$ cat config.mk
export PLATFORM = sky130hd
export DESIGN_NAME = obj_tile_compositor_flat
export DESIGN_NICKNAME = d
export VERILOG_FILES = /design/src/rtl/obj_tile_compositor_pkg.sv /design/src/rtl/obj_tile_compositor_if.sv /design/src/rtl/obj_priority_match.sv /design/src/rtl/obj_tile_compositor.sv /design/src/flat_wrapper.sv
export SDC_FILE = /design/constraint.sdc
export NUM_CORES = 1
export LEC_CHECK = 0
export ABC_AREA = 1
export BUFFER_PORTS_ARGS = -buffer_cell sky130_fd_sc_hd__buf_2
export CORE_ASPECT_RATIO = 1.4
export CORE_UTILIZATION = 55
export DETAILED_ROUTE_END_ITERATION = 8
export PLACE_DENSITY_LB_ADDON = 0.1
export SETUP_SLACK_MARGIN = 0.15
export SYNTH_ARGS = -nofsm -noshare
export SYNTH_HDL_FRONTEND = slang
export SYNTH_SLANG_ARGS = --single-unit
$ cat constraint.sdc
create_clock -name clk -period 4.3 [get_ports clk]
set_input_delay 0 -clock clk [delete_from_list [all_inputs] [get_ports clk]]
set_output_delay 0 -clock clk [all_outputs]
set_load 0.01 [all_outputs]
$ cat src/rtl/obj_tile_compositor_pkg.sv
// Object table field layout, tile grid geometry and ROM address packing.
// Shared with the game controller, which writes the object RAM.
package obj_tile_compositor_pkg;

  localparam int N_OBJ      = 8;
  localparam int IDX_W      = $clog2(N_OBJ);
  localparam int TILE_SHIFT = 5;
  localparam int X_OFFSET   = 16;
  localparam int GRID_W     = 19;
  localparam int GRID_H     = 15;

  localparam int OBJ_ON     = 12;
  localparam int OBJ_TILE_L = 9;
  localparam int OBJ_X_L    = 4;
  localparam int OBJ_Y_L    = 0;

  typedef struct packed {
    logic       on;
    logic [2:0] tile;
    logic [4:0] x;
    logic [3:0] y;
  } obj_t;

  typedef struct packed {
    logic [2:0] tile;
    logic [4:0] py;
    logic [4:0] px;
  } rom_addr_t;

  typedef struct packed {
    logic       v;
    logic       de;
    logic [4:0] tx;
    logic [3:0] ty;
    logic [4:0] px;
    logic [4:0] py;
  } s1_t;

  typedef struct packed {
    logic       hit;
    logic       de;
    logic [2:0] tile;
    logic [4:0] px;
    logic [4:0] py;
  } s2_t;

  function automatic rom_addr_t romAddr(
    input logic [2:0] tile,
    input logic [4:0] py,
    input logic [4:0] px
  );
    romAddr = '{tile: tile, py: py, px: px};
  endfunction

endpackage

$ cat src/rtl/obj_tile_compositor_if.sv
// Object RAM write port driven by the game controller.
// One slot is written per strobed cycle.
interface obj_tile_compositor_if;
  import obj_tile_compositor_pkg::*;

  logic             we;
  logic [IDX_W-1:0] addr;
  obj_t             data;

  modport master (output we, addr, data);
  modport slave  (input  we, addr, data);

endinterface

$ cat src/rtl/obj_priority_match.sv
// Fixed-priority pick over the object match vector.
// Lowest slot index wins.
module obj_priority_match
  import obj_tile_compositor_pkg::*;
(
  input  logic [N_OBJ-1:0] match,
  output logic             hit,
  output logic [IDX_W-1:0] idx
);

  always_comb begin
    hit = |match;
    idx = '0;
    for (int i = N_OBJ - 1; i >= 0; i--) begin
      if (match[i]) idx = IDX_W'(i);
    end
  end

endmodule

$ cat src/rtl/obj_tile_compositor.sv
// Double-buffered object table and 3-stage per-pixel tile hit pipeline.
// Shadow is copied to active on each VS falling edge.
module obj_tile_compositor
  import obj_tile_compositor_pkg::*;
(
  input  logic                  clk,
  input  logic                  reset_n,
  input  logic                  iVS,
  obj_tile_compositor_if.slave  objRam,
  input  logic [9:0]            iPixX,
  input  logic [9:0]            iPixY,
  input  logic                  iDE,
  output logic                  oHit,
  output logic [2:0]            oTile,
  output logic [12:0]           oRomAddr,
  output logic                  oDE
);

  obj_t shadow [N_OBJ];
  obj_t active [N_OBJ];
  logic lastVS;
  logic frameSyn;

  assign frameSyn = lastVS & ~iVS;

  // Swap copies the pre-write shadow; a same-cycle write waits a frame.
  always_ff @(posedge clk) begin
    if (!reset_n) begin
      lastVS <= 1'b0;
      for (int i = 0; i < N_OBJ; i++) begin
        shadow[i] <= '0;
        active[i] <= '0;
      end
    end else begin
      lastVS <= iVS;
      if (frameSyn) begin
        for (int i = 0; i < N_OBJ; i++)
          active[i] <= shadow[i];
      end
      if (objRam.we)
        shadow[objRam.addr] <= objRam.data;
    end
  end

  logic [10:0] rx;
  logic        inX;
  logic        inY;
  s1_t         s1;

  assign rx  = {1'b0, iPixX} - 11'(X_OFFSET);
  assign inX = !rx[10] && (rx[9:5] < 5'(GRID_W));
  assign inY = iPixY < 10'(GRID_H << TILE_SHIFT);

  always_ff @(posedge clk) begin
    if (!reset_n) begin
      s1 <= '0;
    end else begin
      s1.v  <= iDE & inX & inY;
      s1.de <= iDE;
      s1.tx <= rx[9:5];
      s1.px <= rx[4:0];
      s1.ty <= iPixY[8:5];
      s1.py <= iPixY[4:0];
    end
  end

  logic [N_OBJ-1:0] match;
  logic             anyHit;
  logic [IDX_W-1:0] win;
  s2_t              s2;

  always_comb begin
    match = '0;
    for (int i = 0; i < N_OBJ; i++) begin
      match[i] = active[i].on
              && active[i].x == s1.tx
              && active[i].y == s1.ty;
    end
  end

  obj_priority_match u_match (
    .match (match),
    .hit   (anyHit),
    .idx   (win)
  );

  always_ff @(posedge clk) begin
    if (!reset_n) begin
      s2 <= '0;
    end else begin
      s2.hit  <= s1.v & anyHit;
      s2.de   <= s1.de;
      s2.tile <= active[win].tile;
      s2.px   <= s1.px;
      s2.py   <= s1.py;
    end
  end

  always_ff @(posedge clk) begin
    if (!reset_n) begin
      oHit     <= 1'b0;
      oTile    <= '0;
      oRomAddr <= '0;
      oDE      <= 1'b0;
    end else begin
      oHit     <= s2.hit;
      oTile    <= s2.hit ? s2.tile : 3'd0;
      oRomAddr <= s2.hit
                ? romAddr(s2.tile, s2.py, s2.px)
                : 13'd0;
      oDE      <= s2.de;
    end
  end

endmodule

$ cat src/flat_wrapper.sv
// flat-port wrapper written by rule: the top's interface ports become plain ports
module obj_tile_compositor_flat import obj_tile_compositor_pkg::*;
  (clk, reset_n, iVS, iPixX, iPixY, iDE, oHit, oTile, oRomAddr, oDE, objRam_we, objRam_addr, objRam_data);
  obj_tile_compositor_if objRam_i ();
  input  logic clk;
  input  logic reset_n;
  input  logic iVS;
  input  logic [9:0] iPixX;
  input  logic [9:0] iPixY;
  input  logic iDE;
  output logic oHit;
  output logic [2:0] oTile;
  output logic [12:0] oRomAddr;
  output logic oDE;
  input wire logic [$bits(objRam_i.we)-1:0] objRam_we;
  input wire logic [$bits(objRam_i.addr)-1:0] objRam_addr;
  input wire logic [$bits(objRam_i.data)-1:0] objRam_data;
  assign objRam_i.we = objRam_we;
  assign objRam_i.addr = objRam_addr;
  assign objRam_i.data = objRam_data;
  obj_tile_compositor u_core (.clk(clk), .reset_n(reset_n), .iVS(iVS), .objRam(objRam_i), .iPixX(iPixX), .iPixY(iPixY), .iDE(iDE), .oHit(oHit), .oTile(oTile), .oRomAddr(oRomAddr), .oDE(oDE));
endmodule
# Word level (Yosys, flattened, before mapping)
# Memory sizes are Yosys's and may differ from the RTL's. A register that Yosys moved wholly into a read port is not among the register bits.
# Cells that the tools add are included.
# op_classes
eq_ne,16
shift,0
n_reduce_logical,22
n_addsub,1
mux,26
n_lt_le_gt_ge,2
bitwise_logic,13
n_div,0
multipliers,0
# op_table
operator,count
13-bit two-way mux,9
5-bit == test,8
4-bit == test,8
3-bit two-way mux,9
1-bit logical AND,17
13-bit OR reduction,1
10-bit by 5-bit subtractor with 11-bit output (second input constant),1
10-bit by 9-bit < comparator with 1-bit output (second input constant),1
1-bit two-way mux,8
1-bit OR,8
8-bit OR reduction,1
5-bit < comparator (second input constant),1
1-bit AND,4
1-bit logical NOT,2
2-bit AND reduction,1
1-bit inverter,1
# word_totals
ff_bits,52
romBits,0
inputBits,41
elab_cells,97
latch_bits,0
ram_bits,208
n_memories,2
# mem_list
name,depth,word_bits,read_ports,rd_ports_with_merged_regs,write_ports,line,text
u_core.active,8,13,9,1,8,obj_tile_compositor.sv:20,obj_t active [N_OBJ];
u_core.shadow,8,13,8,0,8,obj_tile_compositor.sv:19,obj_t shadow [N_OBJ];

# Logic depth before layout (Yosys ltp)
# depth
word_depth,11
depth_mapped,21
mapped_depth_nobuf,19

# Hierarchy
# A second synthesis with hierarchy kept.
# unflattened
hier_cells,1015
hier_area_um2,10650.2
# modules_own_cells
module,area_per_inst_um2,instances,cells_each
obj_tile_compositor,10551.4,1,993
obj_priority_match,98.8,1,22

# Worst setup path after synthesis
# No wires, ideal clock.
# synth_path
kind,in2reg
start,in reset_n
end,"mem u_core.active[0][0] in the netlist's numbering, enable pin"
arrival_time_ns,2.235
required_ns,3.349
stages,3
path_slack_ns,1.115
setup_time_ns,0.951
path_cell_list,clkbuf_1 -> clkbuf_1 -> nand2_1
# synth_lines
item,line,text
start: declaration,flat_wrapper.sv:6,input logic reset_n;
end: declaration,obj_tile_compositor.sv:20,

# Worst setup path after layout
# layout_path
start,reg u_core.s1[17] in the netlist's numbering
end,"reg, netlist name u_core.s2[10]"
# layout_between
elab_chain_cells,11
# layout_rtl
item,line,text
start: declaration,obj_tile_compositor.sv:48,s1_t s1;
5-bit == test,obj_tile_compositor.sv:76,&& active[i].x == s1.tx
1-bit logical AND,obj_tile_compositor.sv:76,
1-bit logical AND,obj_tile_compositor.sv:77,&& active[i].y == s1.ty;
3-bit two-way mux (7 in series),obj_priority_match.sv:15,if (match[i]) idx = IDX_W'(i);
3-bit two-way mux *,obj_priority_match.sv:15,
# Mark *: on every way between the ends. The rest lies on a longest branch, timed or not.
# A chain may end at the register's enable or synchronous reset.

==> PnR_summary.wiki <==
{| class="wikitable"
! Metric !! Value
|-
| Total grt overflow || 0
|-
| Floorplan die width || 120 um
|-
| Post-Route WL || 23,400 um
|-
| Maximum VDD drop || 323 uV
|-
| Sequential area share after synthesis || 68.2%
|-
| Combined area of all synthesized cells || 0.0107 mm2
|-
| Residual DRC count || 0
|-
| Area grow syn2layout || 14.1%
|-
| Clock tree from TritonCTS || done
|-
| Wire length of the first global-routing pass || 36,900 um
|-
| Final weighted congestion of routability-driven global placement || 0.878
|-
| Net count reported at finish || 1,177
|-
| Arrival time of data at the critical path endpoint || 3.02 ns
|-
| First DRT Iteration DRCs || 614
|-
| Core ar. || 0.0188 mm2
|-
| Routed wire length per instance || 16.8 um
|-
| Fraction of final layout cells with drive strength greater than 1 || 9.71%
|-
| Power share of the combinational group || 6.0%
|-
| DRT Pass-1 Iters || 5
|-
| Row cnt || 59
|-
| Final setup violation count || 0
|-
| Final Critical Period || 2.61 ns
|-
| Vert. Die Dim || 167 um
|-
| Nature of the critical path startpoint || register
|-
| Min Hold Slack || -0.00932 ns
|-
| Final Skew || 0.0109 ns
|-
| Mean cell area of the mapped netlist || 10.1 um2
|-
| Clock-pin slew on the worst setup and hold paths || 0.06 ns
|-
| Synthesized netlist net count || 1,097
|-
| CTS root buffer || sky130_fd_sc_hd__clkbuf_16
|-
| Filler cells || 1,521
|-
| Accumulated negative setup slack || 0 ns
|-
| Min setup slack post-route || 1.69 ns
|-
| Total die area || 0.0200 mm2
|-
| Detailed-route vias per instance || 4.83
|-
| Cell count after placement || 1,322
|-
| Class of the tightest hold or removal check || input port to register
|-
| CTS Sinks || 260
|-
| H-Tree Depth || 1
|-
| Cts bufs inserted || 25
|-
| End point of the worst hold path || u_core.shadow[3][10]$_SDFFCE_PN0P_
|-
| Fraction of power consumed by sequential logic || 54.8%
|-
| GRT Total Usage || 24.8%
|-
| Ports || 59
|-
| Portion of synthesized cell area occupied by the leading cell type || 58.5%
|-
| Tcrit/Tclk final || 60.8%
|-
| Static leakage || 5.70 nW
|-
| Cell type contributing the most total cell area after synthesis || sky130_fd_sc_hd__edfxtp_1
|-
| Post-Place Worst Slack || 1.74 ns
|-
| Largest net degree at the start of global routing || 79
|-
| Antenna violations before repair || 0
|-
| Clock Tree Buf Depth || 3
|-
| Via total after detailed routing || 6,752
|-
| Critical path class || register to register
|-
| Maximum clock rate || 383 MHz
|-
| Critical R2R Launch || u_core.s1[17]$_SDFF_PN0_
|-
| Normalized max-slew margin || 33.7%
|-
| Vias in the first global route || 6,668
|-
| Number of inserted diodes || 0
|-
| # Max-Cap Violations || 0
|-
| Switching power of the nets || 1.18 mW
|-
| Final Hold Violating Endpoints || 5
|-
| Critical path capture point type || register
|-
| WHS Path Cells || 3
|-
| Synth cell types || 36
|-
| Initial core utilization || 56.7%
|-
| Synth area leaders || sky130_fd_sc_hd__edfxtp_1 58%, sky130_fd_sc_hd__dfxtp_1 9.7%, sky130_fd_sc_hd__nor2_1 8.7%, sky130_fd_sc_hd__inv_1 7.4%, sky130_fd_sc_hd__nand2_1 6.0%
|-
| Power per Cell Area || 437 mW/mm2
|-
| Post-DP HPWL || 16,100 um
|-
| Violations in the final reports || hold timing
|-
| Worst r2r path cells || 13
|-
| Clk pwr share || 39.1%
|-
| Number of standard cells in the final layout excluding fillers || 1,397
|-
| Switching share of power || 22.1%
|-
| Count of pins over their slew limit || 0
|-
| Total of buffers placed on input and output ports || 58
|-
| Final design utilization || 64.8%
|-
| Slack of the worst reg-to-reg path || 1.69 ns
|-
| Count of warnings emitted by yosys || 0
|-
| Clk Latency, worst-skew pair || 0.51 ns
|-
| Required time of the worst setup path || 4.70 ns
|-
| Final ANT Viol Nets || 0
|-
| Reg-to-Reg End || u_core.s2[10]$_SDFF_PN0_
|-
| Number of synthesized register bits || 260
|-
| Critical hold path startpoint || objRam_data[10]
|-
| Register area || 0.00729 mm2
|-
| Peak fanout along the critical path || 12
|-
| Transition time of the tightest slew-check pin || 0.994 ns
|-
| Cell count after synthesis || 1,055
|-
| Unrepaired setup endpoints after global routing || false
|-
| Count of cells resized by post-cts repair || 0
|-
| Pint || 4.15 mW
|-
| Outcome || finished with violations
|-
| Footprint of the multi-input gates || 0.00239 mm2
|}
## worst max path at each step
stage / from / to / slack (ns) / cells past startpoint
6_report: u_core.s1[17]$_SDFF_PN0_ / u_core.s2[10]$_SDFF_PN0_ / 1.69 / 13
2_1_floorplan: reset_n / u_core.active[0][0]$_SDFFCE_PN0P_ / 1.11 / 3
3_3_place_gp: u_core.s1[13]$_SDFF_PN0_ / u_core.s2[11]$_SDFF_PN0_ / 1.78 / 13
4_1_cts: u_core.s1[13]$_SDFF_PN0_ / u_core.s2[10]$_SDFF_PN0_ / 1.72 / 13
3_5_place_dp: u_core.s1[17]$_SDFF_PN0_ / u_core.s2[10]$_SDFF_PN0_ / 1.74 / 13
5_1_grt: u_core.s1[13]$_SDFF_PN0_ / u_core.s2[11]$_SDFF_PN0_ / 1.31 / 13
## layout by cell type, fill, tap and decap left out, drive strengths merged, types with 21 or more instances in the layout
cell / synthesis / routed
buf: 20 / 62
clkbuf: 19 / 31
dfxtp: 52 / 52
dlygate4sd3: 0 / 30
edfxtp: 208 / 208
inv: 220 / 220
nand2: 172 / 172
nand3: 28 / 28
nor2: 247 / 247
xor2: 21 / 21
## area by class of cell
| type | count | area share, % |
|---|---|---|
| Tap cell | 244 | 2.50 |
| Clock buffer | 31 | 5.32 |
| Timing Repair Buffer | 92 | 5.09 |
| Clock inverter | 14 | 0.964 |
| Inverter | 220 | 6.77 |
| Sequential cell | 260 | 59.8 |
| Multi-Input combinational cell | 536 | 19.6 |
## state kept, by name, summed over array words and instances, names as in the netlist
name	flops
u_core.shadow	104
u_core.lastVS	1
u_core.s1	21
u_core.oHit	1
u_core.s2	15
u_core.oDE	1
u_core.active	104
u_core.oRomAddr	13
## cells by family after synthesis
kind of cell | after synthesis | synth area share (%)
AND/OR/NAND/NOR | 474 | 17.8
flip-flops | 260 | 68.2
AO/OA/AOI/OAI | 27 | 1.58
adder cells (fa/ha/maj) | 1 | 0.117
XOR/XNOR | 34 | 2.79
buffers and inverters | 259 | 9.53
## timing repair
| item | 4_1_cts | 5_1_grt |
|---|---|---|
| setup buffers | 0 | 0 |
| hold buffers | 30 | 0 |
| hold endpoints to repair | 36 | 0 |
## worst max-delay path: stages (launching register included)
cell	delay [ns]
sky130_fd_sc_hd__dfxtp_1	0.58
sky130_fd_sc_hd__inv_2	0.14
sky130_fd_sc_hd__nand2_1	0.08
sky130_fd_sc_hd__o21ai_0	0.08
sky130_fd_sc_hd__nor4_1	0.36
sky130_fd_sc_hd__nand3_1	0.45
sky130_fd_sc_hd__nand2_1	0.29
sky130_fd_sc_hd__inv_1	0.08
sky130_fd_sc_hd__nand2_1	0.06
sky130_fd_sc_hd__nor2_1	0.06
sky130_fd_sc_hd__inv_1	0.11
sky130_fd_sc_hd__nand2_1	0.08
sky130_fd_sc_hd__nor2_1	0.09
sky130_fd_sc_hd__nor2_1	0.05
## synthesized netlist by cell type
cell type,number
sky130_fd_sc_hd__nor2_1,247
sky130_fd_sc_hd__inv_1,212
sky130_fd_sc_hd__edfxtp_1,208
sky130_fd_sc_hd__nand2_1,170
sky130_fd_sc_hd__dfxtp_1,52
sky130_fd_sc_hd__nand3_1,28
sky130_fd_sc_hd__xor2_1,21
sky130_fd_sc_hd__clkbuf_1,19
sky130_fd_sc_hd__xnor2_1,13
sky130_fd_sc_hd__buf_4,9
sky130_fd_sc_hd__o21ai_0,9
sky130_fd_sc_hd__inv_2,8
sky130_fd_sc_hd__buf_1,6
sky130_fd_sc_hd__nand3b_1,6
sky130_fd_sc_hd__a21oi_1,5
sky130_fd_sc_hd__nand4_1,5
sky130_fd_sc_hd__o22ai_1,5
sky130_fd_sc_hd__buf_2,4
sky130_fd_sc_hd__nor3_1,4
sky130_fd_sc_hd__nor4_1,4
sky130_fd_sc_hd__a211oi_1,3
sky130_fd_sc_hd__or2_1,3
sky130_fd_sc_hd__a21oi_4,1
sky130_fd_sc_hd__a221oi_1,1
sky130_fd_sc_hd__a22o_1,1
sky130_fd_sc_hd__a31oi_1,1
sky130_fd_sc_hd__and2_1,1
sky130_fd_sc_hd__and2_4,1
sky130_fd_sc_hd__buf_6,1
sky130_fd_sc_hd__ha_1,1
sky130_fd_sc_hd__nand2_2,1
sky130_fd_sc_hd__nand2_4,1
sky130_fd_sc_hd__nor3b_1,1
sky130_fd_sc_hd__o21ai_1,1
sky130_fd_sc_hd__or2_0,1
sky130_fd_sc_hd__or2_2,1
## metrics by stage
| stage | cell area, um2 | power [mW] |
|---|---|---|
| floorplan | 10700 | 3.16 |
| global placement | 11100 | 3.27 |
| detailed placement | 11100 | 3.27 |
| CTS | 12200 | 5.35 |
| global route | 12200 | 5.50 |
| finish | 12200 | 5.33 |
## metal layers
metal | GRT usage [%] | up-vias | wire length [um]
met2 | 40.4 | 233 | 11100
met4 | 8.91 | 0 | 746
met1 | 34.2 | 3078 | 10200
met5 | 0 | - | 0
li1 | - | 3397 | -
met3 | 3.18 | 44 | 1430
## power groups by stage
stage | Clock, mW | Combinational (mW) | Sequential, mW
finish | 2.08 | 0.321 | 2.92
global route | 2.21 | 0.365 | 2.93
floorplan | 0 | 0.220 | 2.94
detailed placement | 0 | 0.300 | 2.97
CTS | 2.10 | 0.324 | 2.92
global placement | 0 | 0.299 | 2.97
No activity file was read; power rests on OpenSTA's default activity.
